<file path="src/rtl/somatorio_param.sv">
// somatorio_param: sums a run of n operands accepted through a valid/ready
// handshake, with a sticky overflow flag (wrap or saturate) and a done pulse.
module somatorio_param #(
  parameter int unsigned W      = 8,
  parameter int unsigned CW     = 4,
  parameter int unsigned SATURA = 0
) (
  input  logic          clk,
  input  logic          rst,
  input  logic          start,
  input  logic [CW-1:0] n,
  input  logic [W-1:0]  valor,
  input  logic          valor_valid,
  output logic          valor_ready,
  output logic [W-1:0]  somatorio,
  output logic          ovf,
  output logic          busy,
  output logic          done
);

  typedef enum logic [1:0] {
    IDLE  = 2'b00,
    ACCUM = 2'b01,
    DONE  = 2'b10
  } state_t;

  state_t        state, state_nxt;
  logic [W-1:0]  acc, acc_nxt;
  logic [CW-1:0] cnt, cnt_nxt;
  logic          ovf_nxt;
  logic [W:0]    sum;
  logic          beat;

  // Handshake and status are pure decodes of the state register
  assign valor_ready = (state == ACCUM);
  assign busy        = (state != IDLE);
  assign done        = (state == DONE);
  assign somatorio   = acc;
  assign beat        = valor_valid & valor_ready;
  assign sum         = {1'b0, acc} + {1'b0, valor};

  // State and datapath registers
  always_ff @(posedge clk or posedge rst) begin
    if (rst) begin
      state <= IDLE;
      acc   <= '0;
      cnt   <= '0;
      ovf   <= 1'b0;
    end else begin
      state <= state_nxt;
      acc   <= acc_nxt;
      cnt   <= cnt_nxt;
      ovf   <= ovf_nxt;
    end
  end

  // Next-state and accumulate logic
  always_comb begin
    state_nxt = state;
    acc_nxt   = acc;
    cnt_nxt   = cnt;
    ovf_nxt   = ovf;
    case (state)
      IDLE: begin
        if (start) begin
          acc_nxt = '0;
          ovf_nxt = 1'b0;
          if (n != '0) begin
            cnt_nxt   = n;
            state_nxt = ACCUM;
          end else begin
            state_nxt = DONE;
          end
        end
      end
      ACCUM: begin
        if (beat) begin
          cnt_nxt = cnt - CW'(1);
          if (sum[W]) begin
            ovf_nxt = 1'b1;
            acc_nxt = (SATURA != 0) ? {W{1'b1}} : sum[W-1:0];
          end else begin
            acc_nxt = sum[W-1:0];
          end
          if (cnt == CW'(1)) begin
            state_nxt = DONE;
          end
        end
      end
      DONE: begin
        state_nxt = IDLE;
      end
      default: begin
        state_nxt = IDLE;
      end
    endcase
  end

endmodule

</file>
<file path="config.mk">
export PLATFORM = sky130hd
export DESIGN_NAME = somatorio_param
export DESIGN_NICKNAME = d
export VERILOG_FILES = /design/src/rtl/somatorio_param.sv
export SDC_FILE = /design/constraint.sdc
export NUM_CORES = 1
export LEC_CHECK = 0
export BUFFER_PORTS_ARGS = -buffer_cell sky130_fd_sc_hd__buf_2
export CORE_MARGIN = 10
export CORE_UTILIZATION = 51
export CTS_CLUSTER_SIZE = 12
export DETAILED_ROUTE_END_ITERATION = 6
export GPL_TIMING_DRIVEN = 0
export PLACE_DENSITY = 0.75
export SETUP_SLACK_MARGIN = 0.3
export SKIP_CTS_REPAIR_TIMING = 1
export SLEW_MARGIN = 15
export SYNTH_ARGS = -nofsm -noshare
export SYNTH_HDL_FRONTEND = slang
export SYNTH_SLANG_ARGS = --single-unit
export TNS_END_PERCENT = 100
</file>
<file path="constraint.sdc">
create_clock -name clk -period 2 [get_ports clk]
set_input_delay 0.1 -clock clk [delete_from_list [all_inputs] [get_ports clk]]
set_output_delay 0.1 -clock clk [all_outputs]
set_load 0.05 [all_outputs]
</file>
==> impl_results.md <==
* Crit path cell chain: ha_4, fa_2, a21o_1, a21oi_2, o21ai_2, xnor2_1, o21ai_1
* Most frequent cells after synthesis: 15 x dfrtp_1, 13 x nand2_1, 10 x a21oi_1, 10 x ha_1, 8 x o21ai_1
* Final Setup Violations at 0
* Drt initial violations at 31
* First-pass GRT wire length at ~4.3 mm
* Fin crit share at a little under 90%
* Worst vdd ir at 0.944 mV
* Instance count on the critical path at 7
* Core area at between 0.0015 and 0.002 mm²
* Grt ovf at 0
* F_max at ~0.57 GHz
* Post-layout min period at 1.75 ns
* Dpl hpwl at between 1.5 and 2 mm
* Slew margin rel. at about three fifths
* Pleak at between 0.6 and 0.7 nW
* Hold crit path type: primary input to register
* Ys Warns at 0
* Via count at around 940
* Final instance area at between 0.001 and 0.0015 mm²
* Cell variety after synth at 39
* EDFF count, synth at 0
* DRC Markers at 0
* Top-count cell post-synth: dfrtp_1
* Total track usage at between 10% and 20%
* Asr flop ratio synth at between 90% and 100%
* Startpoint Class: register
* Die height at between 60 and 70 µm
* Mapped Cells at 114
* Crit path buffers/inverters at 0
* Status: finished clean
* Power per Cell Area at between 1500 and 2000 mW/mm²
* Initial core utilization at ~54%
* Flops & latches, synth at 15
* Die footprint at roughly 0.0043 mm²
* Worst r2r path cells at 7
* Worst setup margin at roughly 0.25 ns
* CP startpoint: somatorio[0]$_DFFE_PP0P_
* ANT cells at 0
* Reg2reg end: somatorio[6]$_DFFE_PP0P_
* Max Cap Viol at 0
* Clock root cell: clkbuf_4
* Hold Fails Final Rpt at 0
* Worst EP arrival at a little under 2 ns
* Depth of the CTS H-tree at 1
* Initial antenna violation count at 0
* CTS max path bufs at 2
* Worst Max-Slew Pin Slew at between 0.6 and 0.7 ns
* Synth-to-Final Area Change at 26.5%
* Vias in the first global route at roughly 990
* Worst EP required at ~2.2 ns
* CP endpoint: somatorio[6]$_DFFE_PP0P_
* Largest net degree at the start of global routing at 16
* Via/cell ratio at approximately 5.3
* Critical path endpoint category: register
* Main synth FF type: dfrtp_1
* Pre-CTS setup slack at ~0.23 ns
* Core Rows at 16
* Avg WL per Cell at 14.9 µm
* Reg-to-reg setup timing slack at 0.25 ns
* Clock Sinks at 15
* Layout cells sized above 1 at between 40 and 50%
* Area leader, netlist: dfrtp_1
* Crit path largest cell delay at approximately 0.44 ns
* TritonRoute pass-1 iters at 4
* DRT antenna net count at 0
* Setup TNS at 0 ns
* Die width at 65.9 µm
* Critical path peak fanout at 3
* Top cells by area, synth: dfrtp_1 35%, ha_1 12%, a21oi_1 4.7%, nand2_1 4.6%, o21ai_1 3.7%
* Post-Syn Area at roughly 0.0011 mm²
* CTS tree: done
* Worst reg2reg path startpoint: somatorio[0]$_DFFE_PP0P_
* Port bufs at 27
* Final GP Congestion at 0.816
* Reg clk slew, reported paths at around 0.11 ns
* Worst path top cell family by delay: adder cells
* Cts bufs inserted at 3
* Final Core Density at 68.4%
* Kind of critical path: register to register
* Sequential share of the synthesized area at 35.0%
* Post-Syn Area per Cell at between 9 and 10 µm²
* Synth Net Count at approximately 140
* CP max-delay cell: dfrtp_2
* RSZ-0062 raised after global routing: true
* Nets@finish at 177
* # IOs at 28
* Fill count at about 170
* Final Max Tran Viols at 0
* Final setup skew at approximately 0.0074 ns
* Synth top area share at about a third
* Placed Area at around 0.0013 mm²
* Worst skew pair latency at about 0.29 ns
* Detailed Route WL at 2.63 mm
## state kept, by name, summed over array words and instances, names as in the netlist
signal,flops
state,2
somatorio,8
ovf,1
cnt,4
## worst min-delay path: stages
cell      delay, ns
buf_2          0.10
nand3_1        0.07
o211ai_2       0.06
## cells by family (layout without fill, tap and decap cells)
family,Yosys count,in the layout,share of synthesized area (%)
compound gates,38,38,24.3
simple gates,35,35,17.7
flops,15,15,35.0
fa+ha+maj,11,11,13.5
buf+inv,9,44,4.55
xor+xnor,6,6,4.90
## worst min path at each step
stage	depth (start not counted)	from	endpoint	slack, ns
5_1_grt	3	n[0]	cnt[0]$_DFFE_PP0P_	0.1
4_1_cts	2	rst	somatorio[3]$_DFFE_PP0P_	-0.12
2_1_floorplan	1	rst	cnt[0]$_DFFE_PP0P_	0.001
6_report	3	n[0]	cnt[0]$_DFFE_PP0P_	0.07
3_5_place_dp	2	rst	ovf$_DFFE_PP0P_	0.21
3_3_place_gp	2	rst	ovf$_DFFE_PP0P_	0.20
## through the flow
| stage | std cells | hold WS (ns) | total power, mW |
|---|---|---|---|
| after detailed placement | 168 | 0.205 | 2.02 |
| after global routing | 176 | 0.0997 | 2.48 |
| final | 176 | 0.0714 | 2.29 |
| after global placement | 168 | 0.202 | 1.97 |
| after floorplan | 114 | 0.00121 | 1.72 |
| after CTS | 172 | -0.118 | 2.22 |
## area by class of cell
class	count	area (µm²)	area share [%]
plain buffers	3	23.8	1.75
clock buffers	3	22.5	1.66
inverters	6	25.0	1.85
well taps	27	33.8	2.49
flip-flops and latches	15	380	28.0
clock inverters	1	5.00	0.369
multi-input cells	90	698	51.5
repair buffers	31	168	12.4
## routing by layer
metal	vias up	wire length (µm)	GRT usage, %	part of all wire, %
met2	18	1390	22.1	53
met1	442	1100	12.9	42
met4	0	19	2.67	0.72
met5	-	0	0	0
met3	2	112	3.56	4.3
li1	475	-	-	-
## report_power, final
part | switching, mW | leakage, nW | total (mW) | internal (mW)
clock network | 0.111 | 0.0177 | 0.185 | 0.0743
logic | 0.968 | 0.452 | 1.52 | 0.557
registers | 0.129 | 0.178 | 0.577 | 0.448
total | 1.21 | 0.647 | 2.29 | 1.08
## cell usage in the layout (no fill, tap or decap), types with 3 or more instances in the layout
| master | count |
|---|---|
| ha_1 | 8 |
| clkbuf_4 | 3 |
| nor2_1 | 7 |
| dfrtp_2 | 4 |
| dfrtp_1 | 11 |
| o21ai_1 | 7 |
| nand3_1 | 3 |
| buf_4 | 4 |
| o21ai_0 | 4 |
| nand2_1 | 13 |
| buf_2 | 28 |
| xor2_1 | 4 |
| a21o_1 | 3 |
| a21oi_2 | 4 |
| a21oi_1 | 8 |
| inv_1 | 4 |
No activity file was read; power rests on OpenSTA's default activity.
